<file path="src/rtl/iter_div_unit_pkg.sv">
// Shared definitions for the iterative divider: FSM encoding and iteration constants.
package iter_div_unit_pkg;

  typedef enum logic [2:0] {
    S_IDLE = 3'd0,
    S_PREP = 3'd1,
    S_ITER = 3'd2,
    S_FIX  = 3'd3,
    S_DONE = 3'd4
  } div_state_e;

  localparam int DIV_ITER_CNT = 32;
  localparam int DIV_CNT_W    = 6;

endpackage : iter_div_unit_pkg

</file>
<file path="src/rtl/iter_div_unit.sv">
// Multi-cycle restoring radix-2 divider for div.w/mod.w/div.wu/mod.wu.
//   state  | meaning
//   IDLE   | waiting for start
//   PREP   | take magnitudes and result signs; divide-by-zero shortcut
//   ITER   | one quotient bit per cycle, MSB first, 32 cycles
//   FIX    | apply result signs and publish results
//   DONE   | done pulse; a new start may be accepted here
module iter_div_unit
  import iter_div_unit_pkg::*;
#(
  parameter int DATA_W = 32
) (
  input  logic              clk,
  input  logic              rst,
  input  logic              flush,
  input  logic              start,
  input  logic              signed_op,
  input  logic [DATA_W-1:0] dividend,
  input  logic [DATA_W-1:0] divisor,
  output logic [DATA_W-1:0] quotient_out,
  output logic [DATA_W-1:0] remainder_out,
  output logic              divide_by_zero,
  output logic              done,
  output logic              busy
);

  div_state_e             state_q, state_d;
  logic                   sgn_q, sgn_d;
  logic [DATA_W-1:0]      dvd_q, dvd_d;
  logic [DATA_W-1:0]      dvs_q, dvs_d;
  logic [DATA_W:0]        rem_q, rem_d;
  logic [DATA_W-1:0]      quo_q, quo_d;
  logic [DIV_CNT_W-1:0]   cnt_q, cnt_d;
  logic                   q_neg_q, q_neg_d;
  logic                   r_neg_q, r_neg_d;
  logic [DATA_W-1:0]      qout_q, qout_d;
  logic [DATA_W-1:0]      rout_q, rout_d;
  logic                   dbz_q, dbz_d;
  logic [DATA_W:0]        trial;

  function automatic logic [DATA_W-1:0] mag(input logic [DATA_W-1:0] v, input logic is_signed);
    return (is_signed && v[DATA_W-1]) ? (~v + 1'b1) : v;
  endfunction

  always_comb begin
    state_d = state_q;
    sgn_d   = sgn_q;
    dvd_d   = dvd_q;
    dvs_d   = dvs_q;
    rem_d   = rem_q;
    quo_d   = quo_q;
    cnt_d   = cnt_q;
    q_neg_d = q_neg_q;
    r_neg_d = r_neg_q;
    qout_d  = qout_q;
    rout_d  = rout_q;
    dbz_d   = dbz_q;
    // Shift the next dividend bit into the partial remainder before the trial subtract.
    trial   = {rem_q[DATA_W-1:0], quo_q[DATA_W-1]};

    case (state_q)
      S_IDLE, S_DONE: begin
        if (start && !flush) begin
          sgn_d   = signed_op;
          dvd_d   = dividend;
          dvs_d   = divisor;
          state_d = S_PREP;
        end else begin
          state_d = S_IDLE;
        end
      end
      S_PREP: begin
        q_neg_d = sgn_q & (dvd_q[DATA_W-1] ^ dvs_q[DATA_W-1]);
        r_neg_d = sgn_q & dvd_q[DATA_W-1];
        if (dvs_q == '0) begin
          qout_d  = '1;
          rout_d  = dvd_q;
          dbz_d   = 1'b1;
          state_d = S_DONE;
        end else begin
          quo_d   = mag(dvd_q, sgn_q);
          dvs_d   = mag(dvs_q, sgn_q);
          rem_d   = '0;
          cnt_d   = DIV_CNT_W'(DIV_ITER_CNT);
          state_d = S_ITER;
        end
      end
      S_ITER: begin
        if (trial >= {1'b0, dvs_q}) begin
          rem_d = trial - {1'b0, dvs_q};
          quo_d = {quo_q[DATA_W-2:0], 1'b1};
        end else begin
          rem_d = trial;
          quo_d = {quo_q[DATA_W-2:0], 1'b0};
        end
        cnt_d = cnt_q - 1'b1;
        if (cnt_q == DIV_CNT_W'(1)) state_d = S_FIX;
      end
      S_FIX: begin
        qout_d  = q_neg_q ? (~quo_q + 1'b1) : quo_q;
        rout_d  = r_neg_q ? (~rem_q[DATA_W-1:0] + 1'b1) : rem_q[DATA_W-1:0];
        dbz_d   = 1'b0;
        state_d = S_DONE;
      end
      default: state_d = S_IDLE;
    endcase

    if (flush) state_d = S_IDLE;
  end

  always_ff @(posedge clk) begin
    if (rst) begin
      state_q <= S_IDLE;
      sgn_q   <= 1'b0;
      dvd_q   <= '0;
      dvs_q   <= '0;
      rem_q   <= '0;
      quo_q   <= '0;
      cnt_q   <= '0;
      q_neg_q <= 1'b0;
      r_neg_q <= 1'b0;
      qout_q  <= '0;
      rout_q  <= '0;
      dbz_q   <= 1'b0;
    end else begin
      state_q <= state_d;
      sgn_q   <= sgn_d;
      dvd_q   <= dvd_d;
      dvs_q   <= dvs_d;
      rem_q   <= rem_d;
      quo_q   <= quo_d;
      cnt_q   <= cnt_d;
      q_neg_q <= q_neg_d;
      r_neg_q <= r_neg_d;
      qout_q  <= qout_d;
      rout_q  <= rout_d;
      dbz_q   <= dbz_d;
    end
  end

  assign quotient_out   = qout_q;
  assign remainder_out  = rout_q;
  assign divide_by_zero = dbz_q;
  assign done           = (state_q == S_DONE);
  assign busy           = (state_q != S_IDLE) && (state_q != S_DONE);

endmodule : iter_div_unit

</file>
<file path="config.mk">
export PLATFORM = sky130hd
export DESIGN_NAME = iter_div_unit
export DESIGN_NICKNAME = d
export VERILOG_FILES = /design/src/rtl/iter_div_unit_pkg.sv /design/src/rtl/iter_div_unit.sv
export SDC_FILE = /design/constraint.sdc
export NUM_CORES = 1
export LEC_CHECK = 0
export ABC_AREA = 1
export BUFFER_PORTS_ARGS = -buffer_cell sky130_fd_sc_hd__buf_2
export CORE_MARGIN = 4
export CORE_UTILIZATION = 61
export DETAILED_ROUTE_END_ITERATION = 7
export GPL_ROUTABILITY_DRIVEN = 0
export HOLD_SLACK_MARGIN = 0.15
export PLACE_DENSITY_LB_ADDON = 0.08
export REMOVE_ABC_BUFFERS = 1
export SLEW_MARGIN = 30
export SYNTH_ARGS = -nofsm -noshare
export SYNTH_HDL_FRONTEND = slang
export SYNTH_SLANG_ARGS = --single-unit
</file>
<file path="constraint.sdc">
create_clock -name clk -period 2.6 [get_ports clk]
set_input_delay 0.13 -clock clk [delete_from_list [all_inputs] [get_ports clk]]
set_output_delay 0.13 -clock clk [all_outputs]
set_load 0.1 [all_outputs]
</file>
==> impl_metrics.py <==
metrics = {
    "power_and_ir_drop": {
        "power.leakage_nw": 8.45,
        "pwr-share-clk_pct": 40.3,
        "vdd_drop_max_mv": 0.532,
        "p_sw_share_pct": 31.9,
        "share_comb_of_total_power_pct": 20.3,
        "power.total_mw": 8.46,
        "p_sw_mw": 2.69,
        "internal-power_mw": 5.76,
        "p_per_area_nw_per_um2": 500,
        "seq_power_share_pct": 39.4,
    },
    "critical_path": {
        "r2r_slack_ps": 120,
        "cp_slowest_cell": "nor2_4",
        "critPathMaxStageDelay_ps": 340,
        "arrival_ps": 2910,
        "cp_cell_sequence": "inv_1 > ha_1 > nand3_2 > nor2_1 > nand2_1 > nor2_4 > nand2_2 > nor2_4 > nor2_4 > nor2_4 > buf_12 > nand2_1 > a21oi_1",
        "endpoint_kind": "flip-flop",
        "worstPathRequired_ps": 3030,
        "cp.buffers_inverters": 2,
        "critPathMostFrequentCell": "nor2_4",
        "reg2reg_from": "dvs_q[1]",
        "critPathKind": "flip-flop to flip-flop",
        "rr_worst_depth": 13,
        "worstPathMaxFanout": 32,
        "worst_setup_path_start_kind": "flip-flop",
        "crit_cells": 13,
        "reg2reg_to": "rem_q[13]",
        "path_delay_family": "simple AND/OR/NAND/NOR gates",
    },
    "clock_tree": {
        "root_buffer": "clkbuf_16",
        "clockBufferDepth": 3,
        "cts.clk_slew.worst_paths_ps": 60,
        "cts_sinks": 205,
        "cts-htree-levels": 1,
        "post_cts.repair.setup_buffers": 0,
        "cts_tree": "built",
        "clock_latency_ps": 530,
        "numCtsBuffers": 24,
    },
    "yosys": {
        "syn_avg_cell_area_um2": 6.01,
        "ys_seq_elements": 205,
        "netlist_area_um2": 14200,
        "synth-edff-count": 0,
        "ys.flop_type": "dfxtp_1",
        "yosysTopAreaCell": "dfxtp_1",
        "syn_inst": 2364,
        "synth_warnings": 0,
        "synthArstFlopShare_pct": 0,
        "yosys-top-cells-area": "dfxtp_1, nand2_1, inv_1",
        "yosysMostFrequentCell": "nand2_1",
        "ys_seq_area_share_pct": 28.9,
        "synth_top_cell_area_share_pct": 28.9,
        "synth_cell_types": 46,
        "synthTopCellsByCount": "nand2_1, inv_1, nor2_1",
    },
    "min_path": {
        "min_path_cells": 5,
        "hp-class": "input port to flip-flop",
        "hold_end": "quotient_out[29]",
        "min_from": "rst",
    },
    "cells_and_area": {
        "fillCellCount": 1948,
        "seq_area_um2": 4110,
        "n_antenna_cell": 0,
        "nets": 2654,
        "multiInputGateArea_um2": 8580,
        "drive_gt1_share_pct": 11.7,
        "area_growth_syn_to_layout_pct": 19.0,
        "final_area_um2": 16900,
    },
    "die": {
        "chipHeight_um": 161,
        "die_area_um2": 25800,
        "core_um2": 22800,
        "pin_count": 136,
        "start_util_pct": 62.4,
        "die_w_um": 161,
        "std_cell_rows": 55,
    },
    "placed_design": {
        "port_buffers": 135,
        "place_ws_ps": 103,
        "dpl.hpwl_mm": 34.4,
        "place_area_um2": 15300,
    },
    "status": {
        "outcome": "finished clean",
    },
    "routing": {
        "drc": 0,
        "drt_iter0_markers": 1958,
        "vias": 16700,
        "via_per_inst": 5.79,
        "wl_mm": 47.7,
        "drt-pass1-iter-count": 7,
        "wl_per_cell_um": 16.6,
        "ant_nets": 0,
    },
    "run": {
        "cap_violations": 0,
    },
    "sta": {
        "finalMaxSlewViolations": 0,
        "fin_crit_ps": 2480,
        "slew_headroom_pct": 44.0,
        "max_slew.worst_pin.slew_ps": 833,
        "fin_skew_ps": 13.1,
        "postLayoutSetupSlackWorst_ps": 123,
        "setup_viol": 0,
        "fmax_mhz": 404,
        "hold_viol_final": 0,
        "timing.final.crit_share_pct": 95.3,
    },
    "grt": {
        "grt_pass1_vias": 15200,
        "grt_max_degree": 97,
        "antenna_found_initial": 0,
        "grt-ovfl-total": 0,
        "grt_pass1_wl_mm": 76.6,
        "grt_use_total_pct": 35.3,
    },
}
-- flip-flops by register name (all words and copies together), names as in the netlist --
name / flops
q_neg_q: 1
dvd_q: 32
cnt_q: 6
remainder_out: 32
rem_q: 32
r_neg_q: 1
sgn_q: 1
divide_by_zero: 1
dvs_q: 32
quotient_out: 32
state_q: 3
quo_q: 32
-- per-stage QoR --
stage	cells	TNS [ps]	utilization [%]	hold slack, ps
finish	2877	0	74.3	201
CTS	2876	0	73.6	185
detailed placement	2766	0	67.3	415
global route	2877	-255	74.3	235
global placement	2766	0	67.3	403
floorplan	2267	-181560	-	199
-- cell usage in the layout (no fill, tap or decap), types with 4 or more instances in the layout --
| cell | Yosys | layout |
|---|---|---|
| xor2_1 | 27 | 27 |
| nor2_2 | 3 | 10 |
| nand2_2 | 5 | 5 |
| nand3_2 | 3 | 4 |
| clkinv_2 | 0 | 6 |
| dfxtp_2 | 0 | 4 |
| nand4_1 | 31 | 31 |
| o21ai_0 | 180 | 179 |
| o211ai_1 | 21 | 21 |
| ha_1 | 38 | 35 |
| xnor2_1 | 15 | 15 |
| nand3_1 | 221 | 220 |
| nor4_1 | 6 | 6 |
| dlygate4sd3_1 | 0 | 66 |
| dfxtp_1 | 205 | 201 |
| inv_1 | 310 | 308 |
| a21oi_1 | 188 | 188 |
| nor2_4 | 3 | 7 |
| nor3_1 | 40 | 38 |
| o221ai_1 | 8 | 8 |
| o21ai_1 | 6 | 7 |
| nor3_2 | 5 | 6 |
| inv_2 | 11 | 13 |
| o31ai_1 | 4 | 4 |
| buf_2 | 19 | 135 |
| buf_4 | 2 | 42 |
| clkbuf_1 | 55 | 5 |
| clkbuf_16 | 0 | 26 |
| nor2_1 | 240 | 229 |
| nand3b_1 | 6 | 6 |
| buf_12 | 0 | 7 |
| o22ai_1 | 6 | 6 |
| and2_1 | 8 | 8 |
| or2_2 | 12 | 12 |
| nand2_1 | 620 | 618 |
| a31oi_1 | 19 | 19 |
-- how the worst max path moves through the flow --
stage                endpoint        from
4_1_cts             rem_q[12]   dvs_q[23]
2_1_floorplan  divide_by_zero  state_q[2]
5_1_grt             rem_q[25]    dvs_q[8]
3_3_place_gp         rem_q[4]   dvs_q[23]
6_report            rem_q[13]    dvs_q[1]
3_5_place_dp         rem_q[4]   dvs_q[23]
-- worst min-delay path, stage by stage --
cell and delay, ps:
buf_2 100, clkinv_2 80, buf_12 180, o21ai_0 110, nor2_1 50
-- logic make-up (layout without fill, tap and decap cells) --
group,Yosys count,count (layout),synth area share [%]
DFF,205,205,28.9
AOI/OAI and AO/OA,452,452,17.3
and+or+nand+nor,1203,1203,35.9
xor gates and xnor gates,42,42,2.59
muxes,3,3,0.211
adders and majority gates,39,39,3.49
buffers and inverters,420,620,11.7
-- what timing repair did --
action,4_1_cts,5_1_grt
endpoints found under the hold margin,68,0
setup endpoints to repair,0,41
hold buffers,66,0
gates resized for setup,0,31
-- power groups by stage --
stage	combinational, mW	clock [mW]	sequential (mW)
2_1_floorplan	1.02	0	3.39
3_3_place_gp	1.50	0	3.39
3_5_place_dp	1.53	0	3.39
4_1_cts	1.62	3.41	3.32
5_1_grt	1.88	3.55	3.34
6_report	1.71	3.41	3.33
-- area by class of cell --
type	count	share of cell area [%]
inverter	323	7.17
clock inverter	11	0.570
sequential	205	24.3
tap	313	2.32
multi-input combinational	1739	50.7
timing repair buffer	253	10.9
clock buffer	33	4.05
-- layer usage --
layer | vias up | part of all wire [%] | global-route usage, %
met5 | - | 0 | 0
met4 | 0 | 2.6 | 8.92
met3 | 106 | 11 | 4.93
met2 | 956 | 44 | 55.9
met1 | 7563 | 43 | 50.9
li1 | 8039 | - | -
No activity file was read; power rests on OpenSTA's default activity.
